### src/rtl/alu_op_sequencer_pkg.sv
// Shared definitions for the ALU op sequencer: funct codes, FSM states and
// operation record, plus the counter sizing used to time multi-cycle ops.
// Ports: none (package).
package alu_op_sequencer_pkg;

  // R-type funct codes understood by the TotalALU
  localparam logic [5:0] FUNCT_AND  = 6'd36;
  localparam logic [5:0] FUNCT_OR   = 6'd37;
  localparam logic [5:0] FUNCT_ADD  = 6'd32;
  localparam logic [5:0] FUNCT_SUB  = 6'd34;
  localparam logic [5:0] FUNCT_SLT  = 6'd42;
  localparam logic [5:0] FUNCT_SRL  = 6'd2;
  localparam logic [5:0] FUNCT_DIVU = 6'd27;
  localparam logic [5:0] FUNCT_MFHI = 6'd16;
  localparam logic [5:0] FUNCT_MFLO = 6'd18;
  localparam logic [5:0] FUNCT_NOP  = 6'd0;

  localparam int ALU_LAT_DEF    = 1;
  localparam int DIV_CYCLES_DEF = 32;

  // Wide enough to hold the longest op latency (DIVU) without wrapping
  localparam int CNT_W = $clog2(DIV_CYCLES_DEF + 1);

  typedef enum logic [1:0] {
    IDLE,
    EXEC,
    RESP
  } seqStateT;

  // Operation as presented to the ALU inputs
  typedef struct packed {
    logic [5:0]  signal;
    logic [31:0] a;
    logic [31:0] b;
  } aluOpT;

endpackage

### src/rtl/alu_funct_decode.sv
// Purpose: classify an R-type funct code as legal and/or multi-cycle (DIVU).
// Latency: combinational. Backpressure: none (pure decode).
// Ports: funct (in, 6) -> legal (out), isDiv (out).
module alu_funct_decode
  import alu_op_sequencer_pkg::*;
(
  input  logic [5:0] funct,
  output logic       legal,
  output logic       isDiv
);

  always_comb begin
    legal = 1'b0;
    isDiv = 1'b0;
    case (funct)
      FUNCT_AND, FUNCT_OR, FUNCT_ADD, FUNCT_SUB,
      FUNCT_SLT, FUNCT_SRL, FUNCT_MFHI, FUNCT_MFLO: legal = 1'b1;
      FUNCT_DIVU: begin
        legal = 1'b1;
        isDiv = 1'b1;
      end
      default: ;
    endcase
  end

endmodule

### src/rtl/alu_op_sequencer.sv
// Purpose: issue one R-type op at a time to the TotalALU, hold its inputs for
//   the op latency, capture Output and return it on a response channel.
// Latency: response valid ALU_LAT+1 cycles after accept (DIV_CYCLES+1 for
//   DIVU, 1 for illegal funct). Backpressure: one op outstanding; req_ready
//   low from accept until the cycle after the response is taken; RESP holds
//   while rsp_ready=0 with the ALU Signal parked at NOP.
// Ports: clk, reset (async, active-low); req_* request channel (valid/ready,
//   funct, a, b); rsp_* response channel (valid/ready, data, err);
//   alu_dataA/alu_dataB/alu_signal to the ALU, alu_result from it; busy.
module alu_op_sequencer
  import alu_op_sequencer_pkg::*;
#(
  parameter int         ALU_LAT    = ALU_LAT_DEF,
  parameter int         DIV_CYCLES = DIV_CYCLES_DEF,
  parameter logic [5:0] NOP_SIGNAL = FUNCT_NOP
) (
  input  logic        clk,
  input  logic        reset,
  input  logic        req_valid,
  output logic        req_ready,
  input  logic [5:0]  req_funct,
  input  logic [31:0] req_a,
  input  logic [31:0] req_b,
  output logic        rsp_valid,
  input  logic        rsp_ready,
  output logic [31:0] rsp_data,
  output logic        rsp_err,
  output logic [31:0] alu_dataA,
  output logic [31:0] alu_dataB,
  output logic [5:0]  alu_signal,
  input  logic [31:0] alu_result,
  output logic        busy
);

  seqStateT         stateQ, stateD;
  aluOpT            opQ;
  logic [CNT_W-1:0] cntQ;
  logic             divQ;
  logic [31:0]      rspDataQ;
  logic             rspErrQ;

  logic reqLegal, reqIsDiv;
  logic reqFire;
  logic lastExecCycle;

  alu_funct_decode uDecode (
    .funct (req_funct),
    .legal (reqLegal),
    .isDiv (reqIsDiv)
  );

  assign reqFire       = req_valid & req_ready;
  assign lastExecCycle = (stateQ == EXEC) && (cntQ == CNT_W'(1));

  // State register
  always_ff @(posedge clk or negedge reset) begin
    if (!reset) stateQ <= IDLE;
    else        stateQ <= stateD;
  end

  // Next-state logic
  always_comb begin
    stateD = stateQ;
    case (stateQ)
      IDLE: if (reqFire) stateD = reqLegal ? EXEC : RESP;
      EXEC: if (lastExecCycle) stateD = RESP;
      RESP: if (rsp_ready) stateD = IDLE;
      default: stateD = IDLE;
    endcase
  end

  // Datapath: ALU drive registers, latency counter, response capture
  always_ff @(posedge clk or negedge reset) begin
    if (!reset) begin
      opQ.signal <= NOP_SIGNAL;
      opQ.a      <= '0;
      opQ.b      <= '0;
      cntQ       <= '0;
      divQ       <= 1'b0;
      rspDataQ   <= '0;
      rspErrQ    <= 1'b0;
    end else begin
      case (stateQ)
        IDLE: begin
          if (reqFire) begin
            if (reqLegal) begin
              opQ.signal <= req_funct;
              opQ.a      <= req_a;
              opQ.b      <= req_b;
              divQ       <= reqIsDiv;
              cntQ       <= reqIsDiv ? CNT_W'(DIV_CYCLES) : CNT_W'(ALU_LAT);
            end else begin
              // Illegal op never reaches the ALU; answer straight away
              rspDataQ <= '0;
              rspErrQ  <= 1'b1;
            end
          end
        end
        EXEC: begin
          cntQ <= cntQ - CNT_W'(1);
          if (lastExecCycle) begin
            // DIVU's result lives in HiLo; it is read back with MFHI/MFLO
            rspDataQ   <= divQ ? '0 : alu_result;
            rspErrQ    <= 1'b0;
            // Park Signal at NOP so HiLo is left alone while RESP waits
            opQ.signal <= NOP_SIGNAL;
          end
        end
        default: ;
      endcase
    end
  end

  assign req_ready  = (stateQ == IDLE);
  assign rsp_valid  = (stateQ == RESP);
  assign busy       = (stateQ != IDLE);
  assign rsp_data   = rspDataQ;
  assign rsp_err    = rspErrQ;
  assign alu_dataA  = opQ.a;
  assign alu_dataB  = opQ.b;
  assign alu_signal = opQ.signal;

endmodule

### config.mk
export PLATFORM = sky130hd
export DESIGN_NAME = alu_op_sequencer
export DESIGN_NICKNAME = d
export VERILOG_FILES = /design/src/rtl/alu_op_sequencer_pkg.sv /design/src/rtl/alu_funct_decode.sv /design/src/rtl/alu_op_sequencer.sv
export SDC_FILE = /design/constraint.sdc
export NUM_CORES = 1
export LEC_CHECK = 0
export BUFFER_PORTS_ARGS = -buffer_cell sky130_fd_sc_hd__buf_2
export CAP_MARGIN = 10
export CORE_MARGIN = 10
export CORE_UTILIZATION = 35
export CTS_CLUSTER_SIZE = 28
export DETAILED_ROUTE_END_ITERATION = 16
export SKIP_CTS_REPAIR_TIMING = 1
export SYNTH_ARGS = -nofsm -noshare
export SYNTH_HDL_FRONTEND = slang
export SYNTH_SLANG_ARGS = --single-unit
export TNS_END_PERCENT = 5
### constraint.sdc
create_clock -name clk -period 1.6 [get_ports clk]
set_input_delay 0.16 -clock clk [delete_from_list [all_inputs] [get_ports clk]]
set_output_delay 0.16 -clock clk [all_outputs]
set_load 0.05 [all_outputs]
==> impl_metrics.py <==
metrics = {
    "run_status": {
        "status": "finished, violations left",
        "failed_checks": "setup timing",
    },
    "route": {
        "wl_per_cell_um": 17.6,
        "wl_mm": 14.0,
        "first_iter_violations": 159,
        "firstDrtPassIters": 4,
        "vias_per_cell": 4.81,
        "vias": 3823,
        "ant_nets": 0,
        "route.detailed.drc": 0,
    },
    "layout": {
        "design_area_mm2": 0.00672,
        "nNetsFinal": 721,
        "fin_util_pct": 50.7,
        "final_common_cell": "buf_2",
        "final_cell_mix": "buf_2 (208), dfrtp_1 (112), nand2_1 (36)",
        "fill_cells": 1223,
        "drive_above_1_share_pct": 57.4,
        "layoutNonFillerInstCount": 794,
        "antenna_cells": 0,
        "areaGrowthSynthToFinish_pct": 41.6,
    },
    "clock_tree": {
        "cts_tree": "built",
        "insertion_delay_ps": 350,
        "cts_htree_levels": 3,
        "path_clk_slew_ps": 80,
        "cts_made_buffers": 9,
        "clock_path_buffers": 2,
        "cts.sinks": 112,
        "cts_root_buf": "clkbuf_16",
    },
    "power_and_ir_drop": {
        "p_leak_nw": 3.47,
        "power_density_mw_per_mm2": 2040,
        "peakVddDrop_mv": 0.745,
        "power.total_mw": 13.7,
    },
    "critical_path": {
        "cp.required_ps": 1830,
        "ff2ff_setup_slack_ps": -30,
        "worstReg2RegEnd": "alu_dataB[31]$_DFFE_PN0P_",
        "cp-startpoint": "stateQ[0]$_DFFE_PN0P_",
        "path_class": "flip-flop to flip-flop",
        "endpoint_kind": "flip-flop",
        "cp-start-kind": "flip-flop",
        "r2r_cells": 6,
        "worst_ep_arrival_time_ps": 1850,
        "cp_max_fo": 45,
        "cp-endpoint": "alu_dataB[31]$_DFFE_PN0P_",
        "r2r-start": "stateQ[0]$_DFFE_PN0P_",
    },
    "timing": {
        "rsz0062_at_grt": "yes",
        "tns_ps": -377,
        "setup_ws_ps": -25.9,
        "skew_ps": 13.0,
        "setup_viol": 26,
        "fmax_ghz": 0.615,
        "min_period_ps": 1630,
        "hold_viol": 0,
        "relSlewSlack_pct": 77.3,
        "hold-worst-slack_ps": 32.7,
        "worst_pin_slew_ps": 335,
        "fin_crit_sh_pct": 102,
        "maxSlewViolCount": 0,
    },
    "die": {
        "die_area_mm2": 0.0186,
        "die_x_um": 136,
        "chipHeight_um": 136,
        "pin_count": 212,
        "core_mm2": 0.0132,
        "rows": 42,
        "initial_utilization_pct": 35.8,
    },
    "min_path": {
        "hold_depth": 2,
        "hold_path_class": "input port to flip-flop",
        "hold_start": "req_b[13]",
    },
    "synth": {
        "synth_edf_count": 0,
        "syn_nets": 477,
        "ys.flop_type": "dfrtp_1",
        "seq_area_frac_synth_pct": 59.1,
        "syn_area_mm2": 0.00474,
        "synth_cell_type_count": 44,
        "ys_warn_count": 0,
        "ys_ff_latch": 112,
        "syn-instance-count": 369,
        "async_flop_share_pct": 100,
        "avgSynthCellArea_um2": 12.9,
    },
    "placement": {
        "placed_area_mm2": 0.00632,
        "place_congestion": 0.853,
        "portBuffers": 211,
        "dp_hpwl_mm": 10.7,
        "placedCellCount": 777,
        "dp_slack_ps": -329,
    },
    "global_routing": {
        "gr-usage-all-layers_pct": 14.8,
        "antenna_found_initial": 0,
        "grt_overflow_total": 0,
        "grt_pass1_vias": 4054,
        "grt_max_degree": 46,
        "grt_pass1_wl_mm": 22.2,
    },
    "flow_run": {
        "max_cap_violations": 0,
    },
}
[where the power goes]
| part | internal, mW | switching (mW) |
|---|---|---|
| Clock | 1.09 | 1.08 |
| Sequential | 3.81 | 0.519 |
| Combinational | 2.28 | 4.90 |
| Total | 7.18 | 6.50 |
[how the worst min path moves through the flow]
stage / to / slack (ps)
after global routing: alu_dataB[13]$_DFFE_PN0P_ / 20
final: alu_dataB[13]$_DFFE_PN0P_ / 30
after global placement: alu_dataB[29]$_DFFE_PN0P_ / 80
after CTS: alu_dataA[4]$_DFFE_PN0P_ / -300
after detailed placement: alu_dataA[4]$_DFFE_PN0P_ / 90
after floorplan: alu_dataA[0]$_DFFE_PN0P_ / -140
[registers in the layout, summed over array words and instances, names as in the netlist]
register,flops
alu_dataA,32
alu_dataB,32
rsp_data,32
alu_signal,6
cntQ,6
stateQ,2
divQ,1
rsp_err,1
[layer usage]
| metal | routed length [µm] | global-route usage, % | part of all wire [%] | vias to the layer above |
|---|---|---|---|---|
| met2 | 6130 | 22.1 | 44 | 172 |
| li1 | - | - | - | 1789 |
| met1 | 6030 | 19.1 | 43 | 1850 |
| met5 | 0 | 0 | 0 | - |
| met4 | 167 | 5.09 | 1.2 | 0 |
| met3 | 1620 | 5.87 | 12 | 12 |
[critical path, cell delays in order, from the launching register on]
cell and delay [ps]:
dfrtp_1 430, nor2_4 130, clkinvlp_4 170, nor2_4 140
o21ai_4 90, buf_12 210, mux2_4 330
[area by class of cell]
| type | instances | area, µm² | area share, % |
|---|---|---|---|
| inverters | 13 | 52.6 | 0.782 |
| repair buffers | 254 | 1500 | 22.3 |
| flip-flops and latches | 112 | 2800 | 41.7 |
| clock buffers | 9 | 225 | 3.35 |
| multi-input cells | 223 | 1860 | 27.7 |
| well taps | 176 | 220 | 3.28 |
| clock inverters | 7 | 60.1 | 0.894 |
[synth_stat cells (all sizes together), types with 2 or more instances]
| cell type | instances | area (µm²) |
|---|---|---|
| nor2b | 2 | 12.5 |
| dfrtp | 112 | 2800 |
| nand2 | 36 | 135 |
| buf | 10 | 93.8 |
| nor2 | 8 | 30.0 |
| and2 | 2 | 12.5 |
| nand3 | 33 | 165 |
| mux2 | 64 | 845 |
| o21ai | 6 | 41.3 |
| a21o | 2 | 15.0 |
| a22o | 3 | 26.3 |
| a32o | 2 | 20.0 |
| clkbuf | 11 | 41.3 |
| a21oi | 35 | 190 |
| nor4b | 2 | 17.5 |
| nor4 | 2 | 27.5 |
| inv | 13 | 48.8 |
| a211oi | 2 | 15.0 |
| o2bb2ai | 4 | 35.0 |
| ha | 2 | 25.0 |
[cell families after synthesis]
group,count (synthesis),share of synthesized area (%)
adders and majority gates,2,0.528
buffers and inverters,34,3.88
DFF,112,59.1
muxes,65,18.0
AOI/OAI and AO/OA,64,8.97
and+or+nand+nor,92,9.50
Power figures use the tool's default switching activity.
